## src/rtl/mvu_pe_pipe_pkg.sv

```systemverilog
// Shared types and width helpers for the pipelined matrix-vector PE.
package mvu_pe_pipe_pkg;

    localparam int MODE_W = 2;

    typedef enum logic [MODE_W-1:0] {
        MODE_STD     = 2'd0,
        MODE_XNOR    = 2'd1,
        MODE_BIN_ACT = 2'd2,
        MODE_BIN_WGT = 2'd3
    } mode_e;

    // Signed product of a TSrcI-bit activation and a TW-bit weight always fits here.
    function automatic int prod_width(input int src_w, input int wgt_w);
        return src_w + wgt_w;
    endfunction

    function automatic int clog2_int(input int n);
        int r;
        r = 0;
        for (int i = 0; i < 31; i++) begin
            if ((1 << i) < n) begin
                r = i + 1;
            end
        end
        return r;
    endfunction

    function automatic int cnt_width(input int n);
        return (n > 1) ? clog2_int(n) : 1;
    endfunction

endpackage

```

## src/rtl/mvu_pe_lane.sv

```systemverilog
// One SIMD lane: mode-selected product of an activation/weight pair,
// sign-extended to the accumulator width.
module mvu_pe_lane
    import mvu_pe_pipe_pkg::*;
#(
    parameter int TSrcI      = 4,
    parameter int TW         = 4,
    parameter int TDstI      = 16,
    parameter int ACT_SIGNED = 1
) (
    input  logic [TSrcI-1:0] i_act,
    input  logic [TW-1:0]    i_wgt,
    input  mode_e            i_mode,
    output logic [TDstI-1:0] o_prod
);

    localparam int PW = prod_width(TSrcI, TW);

    logic [PW-1:0] w_act_s;
    logic [PW-1:0] w_act_x;
    logic [PW-1:0] w_wgt_s;
    logic [PW-1:0] w_mul;
    logic [PW-1:0] w_res;

    assign w_act_s = {{(PW-TSrcI){i_act[TSrcI-1]}}, i_act};
    assign w_act_x = (ACT_SIGNED != 0) ? w_act_s : {{(PW-TSrcI){1'b0}}, i_act};
    assign w_wgt_s = {{(PW-TW){i_wgt[TW-1]}}, i_wgt};

    // Low PW bits of the product are exact because the true result fits in PW signed bits.
    assign w_mul = w_act_x * w_wgt_s;

    always_comb begin
        w_res = w_mul;
        case (i_mode)
            MODE_STD:     w_res = w_mul;
            MODE_XNOR:    w_res = {{(PW-1){1'b0}}, ~(i_act[0] ^ i_wgt[0])};
            MODE_BIN_ACT: w_res = i_act[0] ? w_wgt_s : (PW'(0) - w_wgt_s);
            MODE_BIN_WGT: w_res = i_wgt[0] ? w_act_s : (PW'(0) - w_act_s);
        endcase
    end

    assign o_prod = {{(TDstI-PW){w_res[PW-1]}}, w_res};

endmodule

```

## src/rtl/mvu_pe_pipe.sv

```systemverilog
// Streaming matrix-vector PE: per-lane products, adder tree, per-fold
// accumulation and a valid/ready result register with full backpressure.
module mvu_pe_pipe
    import mvu_pe_pipe_pkg::*;
#(
    parameter int SIMD       = 4,
    parameter int TSrcI      = 4,
    parameter int TW         = 4,
    parameter int TDstI      = 16,
    parameter int SF         = 8,
    parameter int ACT_SIGNED = 1
) (
    input  logic                  clk,
    input  logic                  rst_n,
    input  logic [MODE_W-1:0]     mode,
    input  logic                  flush,
    input  logic                  in_v,
    output logic                  in_rdy,
    input  logic [SIMD*TSrcI-1:0] in_act,
    input  logic [SIMD*TW-1:0]    in_wgt,
    output logic                  out_v,
    input  logic                  out_rdy,
    output logic [TDstI-1:0]      out
);

    localparam int CW = cnt_width(SF);
    localparam int NL = clog2_int(SIMD);
    localparam int P  = 1 << NL;

    logic                  r_rst_done;
    logic [CW-1:0]         r_cnt;
    mode_e                 r_mode;
    logic                  r_s1_v;
    logic                  r_s1_last;
    logic [SIMD*TDstI-1:0] r_prod;
    logic                  r_s2_v;
    logic                  r_s2_last;
    logic [TDstI-1:0]      r_sum;
    logic [TDstI-1:0]      r_acc;
    logic                  r_out_v;
    logic [TDstI-1:0]      r_out;

    logic                  w_en;
    logic                  w_accept;
    logic                  w_first;
    logic                  w_last;
    mode_e                 w_mode;
    logic [SIMD*TDstI-1:0] w_prod;
    logic [TDstI-1:0]      w_tree_sum;
    logic                  w_result;

    assign w_en     = !(r_out_v && !out_rdy);
    assign in_rdy   = r_rst_done && w_en && !flush;
    assign w_accept = in_v && in_rdy;
    assign w_first  = (r_cnt == '0);
    assign w_last   = (r_cnt == CW'(SF - 1));
    // The first beat of a fold uses the live mode; later beats use the latched one.
    assign w_mode   = w_first ? mode_e'(mode) : r_mode;
    assign w_result = r_s2_v && r_s2_last && !flush;

    assign out_v = r_out_v;
    assign out   = r_out;

    genvar gi, gl;
    generate
        for (gi = 0; gi < SIMD; gi++) begin : g_lane
            mvu_pe_lane #(
                .TSrcI      (TSrcI),
                .TW         (TW),
                .TDstI      (TDstI),
                .ACT_SIGNED (ACT_SIGNED)
            ) u_lane (
                .i_act  (in_act[(SIMD-1-gi)*TSrcI +: TSrcI]),
                .i_wgt  (in_wgt[(SIMD-1-gi)*TW +: TW]),
                .i_mode (w_mode),
                .o_prod (w_prod[gi*TDstI +: TDstI])
            );
        end

        // Binary adder tree over a power-of-two padded set of lanes.
        for (gl = 0; gl <= NL; gl++) begin : g_lvl
            logic [(P>>gl)*TDstI-1:0] w_node;
            for (gi = 0; gi < (P >> gl); gi++) begin : g_node
                if (gl == 0) begin : g_leaf
                    if (gi < SIMD) begin : g_used
                        assign w_node[gi*TDstI +: TDstI] = r_prod[gi*TDstI +: TDstI];
                    end else begin : g_pad
                        assign w_node[gi*TDstI +: TDstI] = '0;
                    end
                end else begin : g_add
                    assign w_node[gi*TDstI +: TDstI] =
                        g_lvl[gl-1].w_node[(2*gi)*TDstI +: TDstI] +
                        g_lvl[gl-1].w_node[(2*gi+1)*TDstI +: TDstI];
                end
            end
        end
    endgenerate

    assign w_tree_sum = g_lvl[NL].w_node[TDstI-1:0];

    always_ff @(posedge clk or negedge rst_n) begin
        if (!rst_n) begin
            r_rst_done <= 1'b0;
            r_cnt      <= '0;
            r_mode     <= MODE_STD;
        end else begin
            r_rst_done <= 1'b1;
            if (w_en) begin
                if (flush) begin
                    r_cnt <= '0;
                end else if (w_accept) begin
                    r_cnt <= w_last ? '0 : r_cnt + CW'(1);
                    if (w_first) begin
                        r_mode <= mode_e'(mode);
                    end
                end
            end
        end
    end

    always_ff @(posedge clk or negedge rst_n) begin
        if (!rst_n) begin
            r_s1_v    <= 1'b0;
            r_s1_last <= 1'b0;
            r_prod    <= '0;
            r_s2_v    <= 1'b0;
            r_s2_last <= 1'b0;
            r_sum     <= '0;
        end else if (w_en) begin
            if (flush) begin
                r_s1_v <= 1'b0;
                r_s2_v <= 1'b0;
            end else begin
                r_s1_v <= w_accept;
                if (w_accept) begin
                    r_s1_last <= w_last;
                    r_prod    <= w_prod;
                end
                r_s2_v    <= r_s1_v;
                r_s2_last <= r_s1_last;
                r_sum     <= w_tree_sum;
            end
        end
    end

    always_ff @(posedge clk or negedge rst_n) begin
        if (!rst_n) begin
            r_acc   <= '0;
            r_out_v <= 1'b0;
            r_out   <= '0;
        end else if (w_en) begin
            if (flush) begin
                r_acc <= '0;
            end else if (r_s2_v) begin
                r_acc <= r_s2_last ? '0 : r_acc + r_sum;
            end
            // A new result replaces a consumed one in the same cycle without a bubble.
            if (w_result) begin
                r_out   <= r_acc + r_sum;
                r_out_v <= 1'b1;
            end else if (out_rdy) begin
                r_out_v <= 1'b0;
            end
        end
    end

endmodule

```

## config.mk

```make
export PLATFORM = sky130hd
export DESIGN_NAME = mvu_pe_pipe
export DESIGN_NICKNAME = d
export VERILOG_FILES = /design/src/rtl/mvu_pe_pipe_pkg.sv /design/src/rtl/mvu_pe_lane.sv /design/src/rtl/mvu_pe_pipe.sv
export SDC_FILE = /design/constraint.sdc
export NUM_CORES = 1
export LEC_CHECK = 0
export CELL_PAD_IN_SITES_DETAIL_PLACEMENT = 1
export CELL_PAD_IN_SITES_GLOBAL_PLACEMENT = 1
export CORE_ASPECT_RATIO = 1.25
export CORE_MARGIN = 2
export CORE_UTILIZATION = 35
export CTS_BUF_LIST = sky130_fd_sc_hd__clkbuf_4
export CTS_CLUSTER_DIAMETER = 50
export DETAILED_ROUTE_END_ITERATION = 12
export PLACE_DENSITY = 0.64
export REMOVE_ABC_BUFFERS = 1
export SLEW_MARGIN = 20
export SYNTH_ARGS = -nofsm -noshare
export SYNTH_HDL_FRONTEND = slang
export SYNTH_SLANG_ARGS = --single-unit
```

## constraint.sdc

```tcl
create_clock -name clk -period 5.3 [get_ports clk]
set_clock_uncertainty 0.2 [all_clocks]
set_input_delay 0.53 -clock clk [delete_from_list [all_inputs] [get_ports clk]]
set_output_delay 0.53 -clock clk [all_outputs]
set_load 0.01 [all_outputs]
```

==> results of run 1 <==
==> cells in the final DEF (no fill, tap or decap), types with 2 or more instances in the layout <==
cell type | Yosys | final
clkdlybuf4s50_1 | 0 | 55
a21o_1 | 19 | 19
and3_1 | 5 | 5
nand3_1 | 4 | 4
and2_1 | 17 | 17
o21bai_1 | 5 | 5
nor2_1 | 55 | 55
a21boi_0 | 3 | 3
dfrtp_1 | 91 | 91
nor3_1 | 7 | 7
a22oi_1 | 11 | 11
nor2b_1 | 14 | 14
bufinv_16 | 0 | 2
inv_1 | 121 | 121
a22o_1 | 16 | 16
o21ai_0 | 46 | 46
nand3b_1 | 4 | 4
a31oi_1 | 5 | 5
xnor2_1 | 50 | 50
o21ai_1 | 2 | 2
buf_4 | 0 | 11
a211oi_1 | 18 | 18
a221oi_1 | 4 | 4
a21oi_1 | 60 | 60
o31ai_1 | 2 | 2
ha_1 | 88 | 88
xor2_1 | 14 | 14
nand2b_1 | 4 | 4
o21a_1 | 8 | 8
fa_1 | 54 | 54
o211ai_1 | 8 | 8
o221ai_1 | 4 | 4
nand2_1 | 76 | 76
mux2i_1 | 5 | 5
clkbuf_4 | 0 | 9
mux2_2 | 21 | 21
==> Yosys cell counts (7+ instances only) <==
cell type / count
a22oi_1: 11
nor3_1: 7
nor2b_1: 14
a21oi_1: 60
a22o_1: 16
inv_1: 121
and2_1: 17
dfrtp_1: 91
fa_1: 54
o211ai_1: 8
ha_1: 88
nor2_1: 55
buf_2: 10
a211oi_1: 18
o21a_1: 8
mux2_2: 21
xnor2_1: 50
clkbuf_1: 9
o21ai_0: 46
nand2_1: 76
xor2_1: 14
a21o_1: 19
==> layout make-up <==
type / count / area [sq um]
Tap cell: 288 / 360
Clock buffer: 9 / 67.6
Sequential cell: 91 / 2280
Inverter: 121 / 454
Fill cell: 2668 / 13700
Multi-Input combinational cell: 642 / 5310
Antenna cell: 1 / 2.50
Clock inverter: 5 / 80.1
Timing Repair Buffer: 67 / 643
==> what timing repair did <==
action,CTS,global route
endpoints found under the hold margin,26,0
endpoints found under the setup margin,0,0
hold buffers,1,0
==> per-layer routing <==
layer,GRT usage,share of wire,vias up
met3,0.0152,0.014,15
met5,0,0,-
li1,-,-,3065
met4,0.0438,0.011,0
met2,0.294,0.52,52
met1,0.205,0.45,3038
==> flip-flops by register name, summed over array words and instances (netlist names) <==
name,flops
r_s2_last,1
r_cnt,3
r_s1_last,1
out,16
out_v,1
g_lvl.w_node,32
r_rst_done,1
r_mode,2
r_s1_v,1
r_sum,16
r_s2_v,1
r_acc,16
==> path summary, 6_finish.rpt <==
kind,startpoint,cells past startpoint,slack (ns),endpoint
hold / removal,rst_n,2,0.27,out[3]$_DFFE_PN0P_
setup / recovery,in_act[0],16,1.22,g_lvl[0].w_node[55]$_DFFE_PN0P_
setup reg to reg,g_lvl[0].w_node[1]$_DFFE_PN0P_,13,1.65,r_sum[15]$_DFFE_PN0P_
min in group clk,r_s1_v$_DFFE_PN0N_,2,0.29,r_s1_v$_DFFE_PN0N_
hold reg to reg,r_s1_v$_DFFE_PN0N_,2,0.29,r_s1_v$_DFFE_PN0N_
max in group asynchronous,rst_n,3,3.45,g_lvl[0].w_node[50]$_DFFE_PN0P_
==> power by group through the flow <==
stage / sequential (mW) / clock, mW / combinational [mW]
floorplan: 0.908 / 0 / 1.56
global placement: 0.932 / 0 / 1.99
detailed placement: 0.937 / 0 / 2.04
CTS: 0.923 / 0.447 / 2.06
global route: 0.941 / 0.469 / 2.33
finish: 0.920 / 0.430 / 2.01
==> metrics by stage <==
step	hold slack, ns	area [sq um]	std cells	util
after floorplan	0.0344	8030	854	-
after global placement	0.257	9030	1208	0.395
after detailed placement	0.262	9030	1208	0.395
after CTS	0.255	9190	1223	0.402
after global routing	0.267	9190	1224	0.402
final	0.273	9190	1224	0.402
==> worst register-to-register path: stages, from the launching register on <==
cell,delay [ns]
dfrtp_1,0.35
inv_1,0.06
fa_1,0.55
inv_1,0.06
fa_1,0.46
ha_1,0.24
fa_1,0.41
a21oi_1,0.17
o21bai_1,0.11
a21o_1,0.21
nor3_1,0.13
o21bai_1,0.12
o211ai_1,0.29
a21boi_0,0.22
==> kinds of logic (layout without fill, tap and decap cells) <==
group,count (synthesis),in the layout
and+or+nand+nor,194,194
DFF,91,91
buffers and inverters,141,202
adders and majority gates,142,142
other,1,2
muxes,26,26
xor gates and xnor gates,64,64
AOI/OAI and AO/OA,215,215
==> impl_metrics.py, run 1 <==
metrics = {
    "status": {
        "outcome": "finished with violations",
        "violations": "DRC",
    },
    "clocking": {
        "clockRootBuffer": "clkbuf_4",
        "ctsResizeCount": 0,
        "insertion_delay_ns": 0.48,
        "h-tree-depth": 3,
        "clkTransAtPathRegs_ns": 0.15,
        "cts_buffer_depth": 2,
        "cts.sinks": 91,
        "cts_tree": "yes",
        "numCtsBuffers": 9,
        "post_cts_buffers": 0,
    },
    "logic_synthesis": {
        "netlist_area_sq_um": 8120,
        "netlist_instances": 874,
        "synthSimpleGateAreaFrac": 0.109,
        "yosys.area.top_type_share": 0.280,
        "synthTopCellsByArea": "dfrtp_1 28%, ha_1 14%, fa_1 13%",
        "synth_fa_ha_area_frac": 0.269,
        "synth-seq-cells": 91,
        "synth_edf_count": 0,
        "synth_area_per_cell_sq_um": 9.29,
        "synth_xor_area_frac": 0.0690,
        "muxShareOfSynthArea": 0.0353,
        "synthDistinctLibCells": 48,
        "yosysSeqAreaShare": 0.280,
        "ys.flop_type": "dfrtp_1",
        "synth_top_cell_by_area": "dfrtp_1",
        "synth_top_family_by_area": "adder cells",
        "synth_compound_gate_area_share": 0.170,
        "async_flop_share": 1.00,
        "yosys_warnings": 0,
    },
    "timing": {
        "setup_viol": 0,
        "finalCritPeriodShare": 0.770,
        "fmax_ghz": 0.245,
        "relSlewSlack": 0.436,
        "finalHoldViolations": 0,
        "min_period_ns": 4.08,
        "rsz0062_at_grt": "no",
        "tns_ns": 0,
        "drv_slew": 0,
        "setup_ws_ns": 1.22,
        "worstMarginPinSlew_ns": 0.846,
    },
    "pwr": {
        "p_int_mw": 1.93,
        "peakVddDrop_mv": 0.167,
        "switching_share": 0.427,
        "power.switching_mw": 1.43,
        "p_seq_frac": 0.274,
        "power.total_mw": 3.36,
        "clockPowerShare": 0.128,
        "combPwrFrac": 0.598,
        "p_leak_nw": 4.53,
        "p_per_area_nw_per_um2": 366,
    },
    "min_path": {
        "min_path_type": "input port to asynchronous set/reset pin",
    },
    "global_routing": {
        "grt_pass1_wl_um": 32500,
        "grt-ovfl-total": 0,
        "grt_pass1_vias": 6641,
        "antenna_found_initial": 1,
        "grt_max_degree": 66,
        "grt_usage": 0.162,
    },
    "die": {
        "rows": 62,
        "core_sq_um": 22900,
        "dieHeight_um": 174,
        "start_util": 0.355,
        "dieArea_sq_um": 24400,
        "ioPinCount": 57,
        "die_w_um": 140,
    },
    "routing": {
        "drt_iter0_drc": 155,
        "drc": 1,
        "first_pass_iters": 8,
        "wirelength_um": 18600,
        "num_vias": 6170,
        "viasPerCell": 5.04,
        "wire_per_inst_um": 15.2,
        "ant_nets": 0,
    },
    "worst_setup_path": {
        "path_buf_inv": 5,
        "path_cells": "clkdlybuf4s50_1, inv_1, nand2_1, fa_1, inv_1, fa_1, fa_1, ha_1, inv_1, fa_1, inv_1, a21o_1, a21oi_1, xnor2_1, nand2_1, a22oi_1",
        "slowest_stage": "clkdlybuf4s50_1",
        "cp-end-kind": "flop",
        "cp.arrival_ns": 4.28,
        "cp.required_ns": 5.50,
        "start_kind": "input port",
        "crit_fanout": 8,
        "crit_type": "input port to flop",
        "slowest_delay_ns": 0.54,
        "crit_family": "adder cells",
    },
    "place": {
        "dp_hpwl_um": 15100,
        "port_buffers": 56,
        "gp_congestion": 0.810,
        "pre_cts_slack_ns": 0.694,
    },
    "final_layout": {
        "area_delta_synth_final_pct": 13.2,
        "drive_gt1_frac": 0.0556,
        "final_nets": 1113,
    },
    "job": {
        "cap_violations": 0,
    },
}
(Power assumes the default switching activity.)
==> run 2, diff against run 1 <==
PLACE_DENSITY = 0.66   (was 0.64)
clock period = 3.4 ns   (was 5.3 ns; I/O delays follow)
==> impl_metrics.py, run 2 (same netlist as run 1, synthesis figures left out) <==
metrics = {
    "pwr": {
        "p_int_mw": 3.53,
        "p_leak_nw": 5.22,
        "switching_share": 0.416,
        "combPwrFrac": 0.663,
        "clockPowerShare": 0.100,
        "p_seq_frac": 0.237,
        "power.switching_mw": 2.52,
        "p_per_area_nw_per_um2": 593,
        "peakVddDrop_mv": 0.351,
    },
    "final_layout": {
        "final_nets": 1231,
        "fill_cells": 2653,
        "multiInputGateArea_sq_um": 5450,
        "largest_reg_flops": 32,
        "final_cell_mix": "128 x buf_4, 109 x inv_1, 91 x dfrtp_1",
        "final_common_cell": "buf_4",
        "ff_latch_area_sq_um": 2280,
        "area_delta_synth_final_pct": 25.7,
        "drive_gt1_frac": 0.210,
        "fin_cells": 1344,
    },
    "routing": {
        "wire_per_inst_um": 15.1,
        "first_pass_iters": 4,
        "wirelength_um": 20300,
        "num_vias": 6673,
        "drt_iter0_drc": 182,
        "drc": 0,
        "viasPerCell": 4.97,
        "ant_nets": 0,
    },
    "timing": {
        "setup_ws_ns": -0.0374,
        "finalCritPeriodShare": 1.01,
        "fmax_ghz": 0.291,
        "rsz0062_at_grt": "yes",
        "setup_viol": 4,
        "worstMarginPinSlew_ns": 0.753,
        "min_period_ns": 3.44,
        "drv_slew": 0,
        "relSlewSlack": 0.498,
        "whs_ns": 0.281,
        "finalHoldViolations": 0,
        "tns_ns": -0.0701,
    },
    "status": {
        "outcome": "finished with violations",
        "violations": "setup timing",
    },
    "die": {
        "start_util": 0.355,
        "rows": 62,
        "ioPinCount": 57,
        "die_w_um": 140,
        "core_sq_um": 22900,
        "dieHeight_um": 174,
        "dieArea_sq_um": 24400,
    },
    "worst_setup_path": {
        "cp.required_ns": 3.60,
        "cp-end-kind": "flop",
        "start_kind": "flop",
        "crit_fanout": 3,
        "crit_type": "flop to flop",
        "cp.arrival_ns": 3.64,
    },
    "global_routing": {
        "grt_pass1_wl_um": 35000,
        "grt_pass1_vias": 7283,
        "grt-ovfl-total": 0,
        "grt_max_degree": 58,
        "grt_usage": 0.174,
        "antenna_found_initial": 1,
    },
    "place": {
        "port_buffers": 56,
        "gp_congestion": 0.792,
        "dp_hpwl_um": 16500,
        "dp_cells": 1315,
    },
    "clocking": {
        "clkTransAtPathRegs_ns": 0.15,
        "numCtsBuffers": 9,
        "cts.sinks": 91,
        "cts_buffer_depth": 2,
        "insertion_delay_ns": 0.45,
        "h-tree-depth": 3,
        "clockRootBuffer": "clkbuf_4",
        "cts_tree": "yes",
    },
    "min_path": {
        "min_path_type": "input port to asynchronous set/reset pin",
    },
    "job": {
        "cap_violations": 0,
    },
}
## run 2: worst paths after layout
| path | startpoint | end | slack (ns) | cells past startpoint |
|---|---|---|---|---|
| hold / removal | rst_n | out[1]$_DFFE_PN0P_ | 0.28 | 2 |
| setup / recovery | g_lvl[0].w_node[1]$_DFFE_PN0P_ | r_sum[15]$_DFFE_PN0P_ | -0.04 | 14 |
| setup reg to reg | g_lvl[0].w_node[1]$_DFFE_PN0P_ | r_sum[15]$_DFFE_PN0P_ | -0.04 | 14 |
| max in group asynchronous | rst_n | r_rst_done$_DFF_PN0_ | 1.96 | 3 |
| hold reg to reg | r_s1_v$_DFFE_PN0N_ | r_s1_v$_DFFE_PN0N_ | 0.29 | 2 |
| min in group clk | r_s1_v$_DFFE_PN0N_ | r_s1_v$_DFFE_PN0N_ | 0.29 | 2 |
## run 2: area by class of cell
class                           instances  area share
Clock inverter                          6     0.00552
Clock buffer                           10     0.00736
Sequential cell                        91       0.223
Tap cell                              288      0.0353
Timing Repair Buffer                  185       0.150
Multi-Input combinational cell        642       0.534
Antenna cell                            1    0.000245
Inverter                              121      0.0445
## run 2: power groups by stage
stage | Clock (mW) | Combinational, mW | Sequential, mW
after floorplan | 0 | 2.43 | 1.42
after global placement | 0 | 3.44 | 1.45
after detailed placement | 0 | 3.54 | 1.46
after CTS | 0.633 | 3.75 | 1.44
after global routing | 0.676 | 4.53 | 1.46
final | 0.603 | 4.01 | 1.43
## run 2: critical path, cell delays in order, from the launching register on
cell and delay, ns:
dfrtp_1 0.36, inv_2 0.05, fa_1 0.53, inv_1 0.05, fa_1 0.48, ha_2 0.22
fa_2 0.35, a21oi_2 0.13, o21bai_1 0.10, a21o_1 0.19, nor3_2 0.16, o21bai_1 0.11
o211ai_1 0.18, buf_4 0.15, a21boi_2 0.13
## run 2: timing repair
action,4_1_cts,5_1_grt
setup endpoints to repair,13,24
gates resized for setup,37,51
hold buffers,1,0
buffers inserted,7,4
hold endpoints to repair,55,0
pin swaps,35,35
## run 2: metal layers
metal	track usage	share of wire
met5	0	0
met4	0.0429	0.012
met3	0.0149	0.015
met2	0.333	0.55
met1	0.210	0.43
## run 2: per-stage QoR
stage,setup WS (ns),area [sq um],util,power (mW)
floorplan,-0.172,8030,-,3.84
global placement,-0.592,9830,0.430,4.89
detailed placement,-0.712,9830,0.430,5.00
CTS,-0.0828,10100,0.440,5.82
global route,-0.134,10200,0.446,6.67
finish,-0.0374,10200,0.446,6.05
==> variant, RTL diff (settings of run 1) <==
Change the parameter `SIMD` from 4 to 5.
--- a/src/rtl/mvu_pe_pipe.sv
+++ b/src/rtl/mvu_pe_pipe.sv
@@ -4,5 +4,5 @@
     import mvu_pe_pipe_pkg::*;
 #(
-    parameter int SIMD       = 4,
+    parameter int SIMD       = 5,
     parameter int TSrcI      = 4,
     parameter int TW         = 4,
Interface: changed (resized in_act and in_wgt); port bits go from 57 to 65. No check against the original RTL was run, so the function may have changed too.
==> variant against run 1 <==
Sequential power is 11% higher. Global-route usage is 0.20 points higher. Design area is 15% higher. Setup slack worse by 0.18 ns. Highest routed layer unchanged. Sequential cell count is 8 higher. Area after synthesis is 16% higher. Routed wire length is 15% higher. Non-clock buffer count is 8 higher. Critical path type unchanged. Power is 38% higher.
==> variant: results <==
{
  "wl_met3_um": 322,
  "ys_types": 54,
  "grt_max_degree": 64,
  "utilization": 0.398,
  "r2r-end": "r_sum[9]",
  "n_fill_cell": 3106,
  "reg2reg_from": "r_prod[1]",
  "clock_latency_ns": 0.49,
  "crit_arrival_ns": 4.46,
  "clockBufferDepth": 2,
  "ir_drop_uv": 320,
  "dp_hpwl_um": 17700,
  "grt_pass1_vias": 7778,
  "cts_root_buf": "clkbuf_4",
  "post_cts_resized": 0,
  "route.met2.wl_um": 11300,
  "dr.pass1.iters": 4,
  "min_period_ns": 4.26,
  "p_seq_uw": 1020,
  "reg2reg_slack_ns": 1.17,
  "synth_compound_area_frac": 0.159,
  "grt_usage": 0.164,
  "yosys-top-cells-area": "dfrtp_1 (26%), fa_1 (15%), ha_1 (14%)",
  "postCtsHoldBufs": 1,
  "internal-power_uw": 2510,
  "cp-endpoint": "r_prod[71]",
  "status": "complete, no violations",
  "place_congestion": 0.819,
  "dr_total_vias": 7126,
  "seq_area_frac_synth": 0.263,
  "wl_met1_um": 9540,
  "p_leak_uw": 0.00531,
  "portBuffers": 64,
  "pwr.group.clock_uw": 409,
  "ys_warn_count": 0,
  "layout-drive-gt1-share": 0.0561,
  "nets": 1325,
  "ff2ff_path_depth": 14,
  "postPlaceCellArea_um2": 10500,
  "seqPwrFrac": 0.220,
  "synth_xor_area_frac": 0.0724,
  "top_layer": "met4",
  "yosys-top-cells-count": "inv_1 (165), nand2_1 (125), ha_1 (105)",
  "grt_first_pass_wirelength_um": 37900,
  "place_ws_ns": 0.525,
  "synth_top_area_frac": 0.263,
  "detail_route.wl_per_cell_um": 14.8,
  "yosys-mux-area-fraction": 0.0266,
  "synth_fa_ha_area_frac": 0.293,
  "holdCritPathClass": "reg -> reg",
  "largest_reg_flops": 40,
  "synthArstFlopShare": 1.00,
  "drt_iter0_markers": 242,
  "slew_headroom": 0.425
}
## variant: cell types whose count changed in the layout (fill, tap and decap cells not counted), moves of 12 or more
| cell | before | now |
|---|---|---|
| a211oi_1 | 18 | 6 |
| a21oi_1 | 60 | 72 |
| fa_1 | 54 | 72 |
| ha_1 | 88 | 105 |
| inv_1 | 121 | 165 |
| nand2_1 | 76 | 124 |
## variant: metal layers
layer | track usage | vias to the layer above
met5 | 0 | -
met4 | 0.0399 | 0
met3 | 0.0159 | 15
met2 | 0.300 | 55
met1 | 0.205 | 3501
li1 | - | 3555
## variant: metrics by stage
stage / hold slack [ns] / instances
floorplan: 0.0344 / 1015
global placement: 0.258 / 1434
detailed placement: 0.254 / 1434
CTS: 0.295 / 1451
global route: 0.299 / 1452
finish: 0.285 / 1452
## variant: final cells by class
cell class	instances	area share
diodes	1	0.000236
clock buffers	9	0.00637
clock inverters	7	0.00637
inverters	165	0.0584
multi-input cells	751	0.586
flip-flops and latches	99	0.234
well taps	345	0.0407
repair buffers	75	0.0682
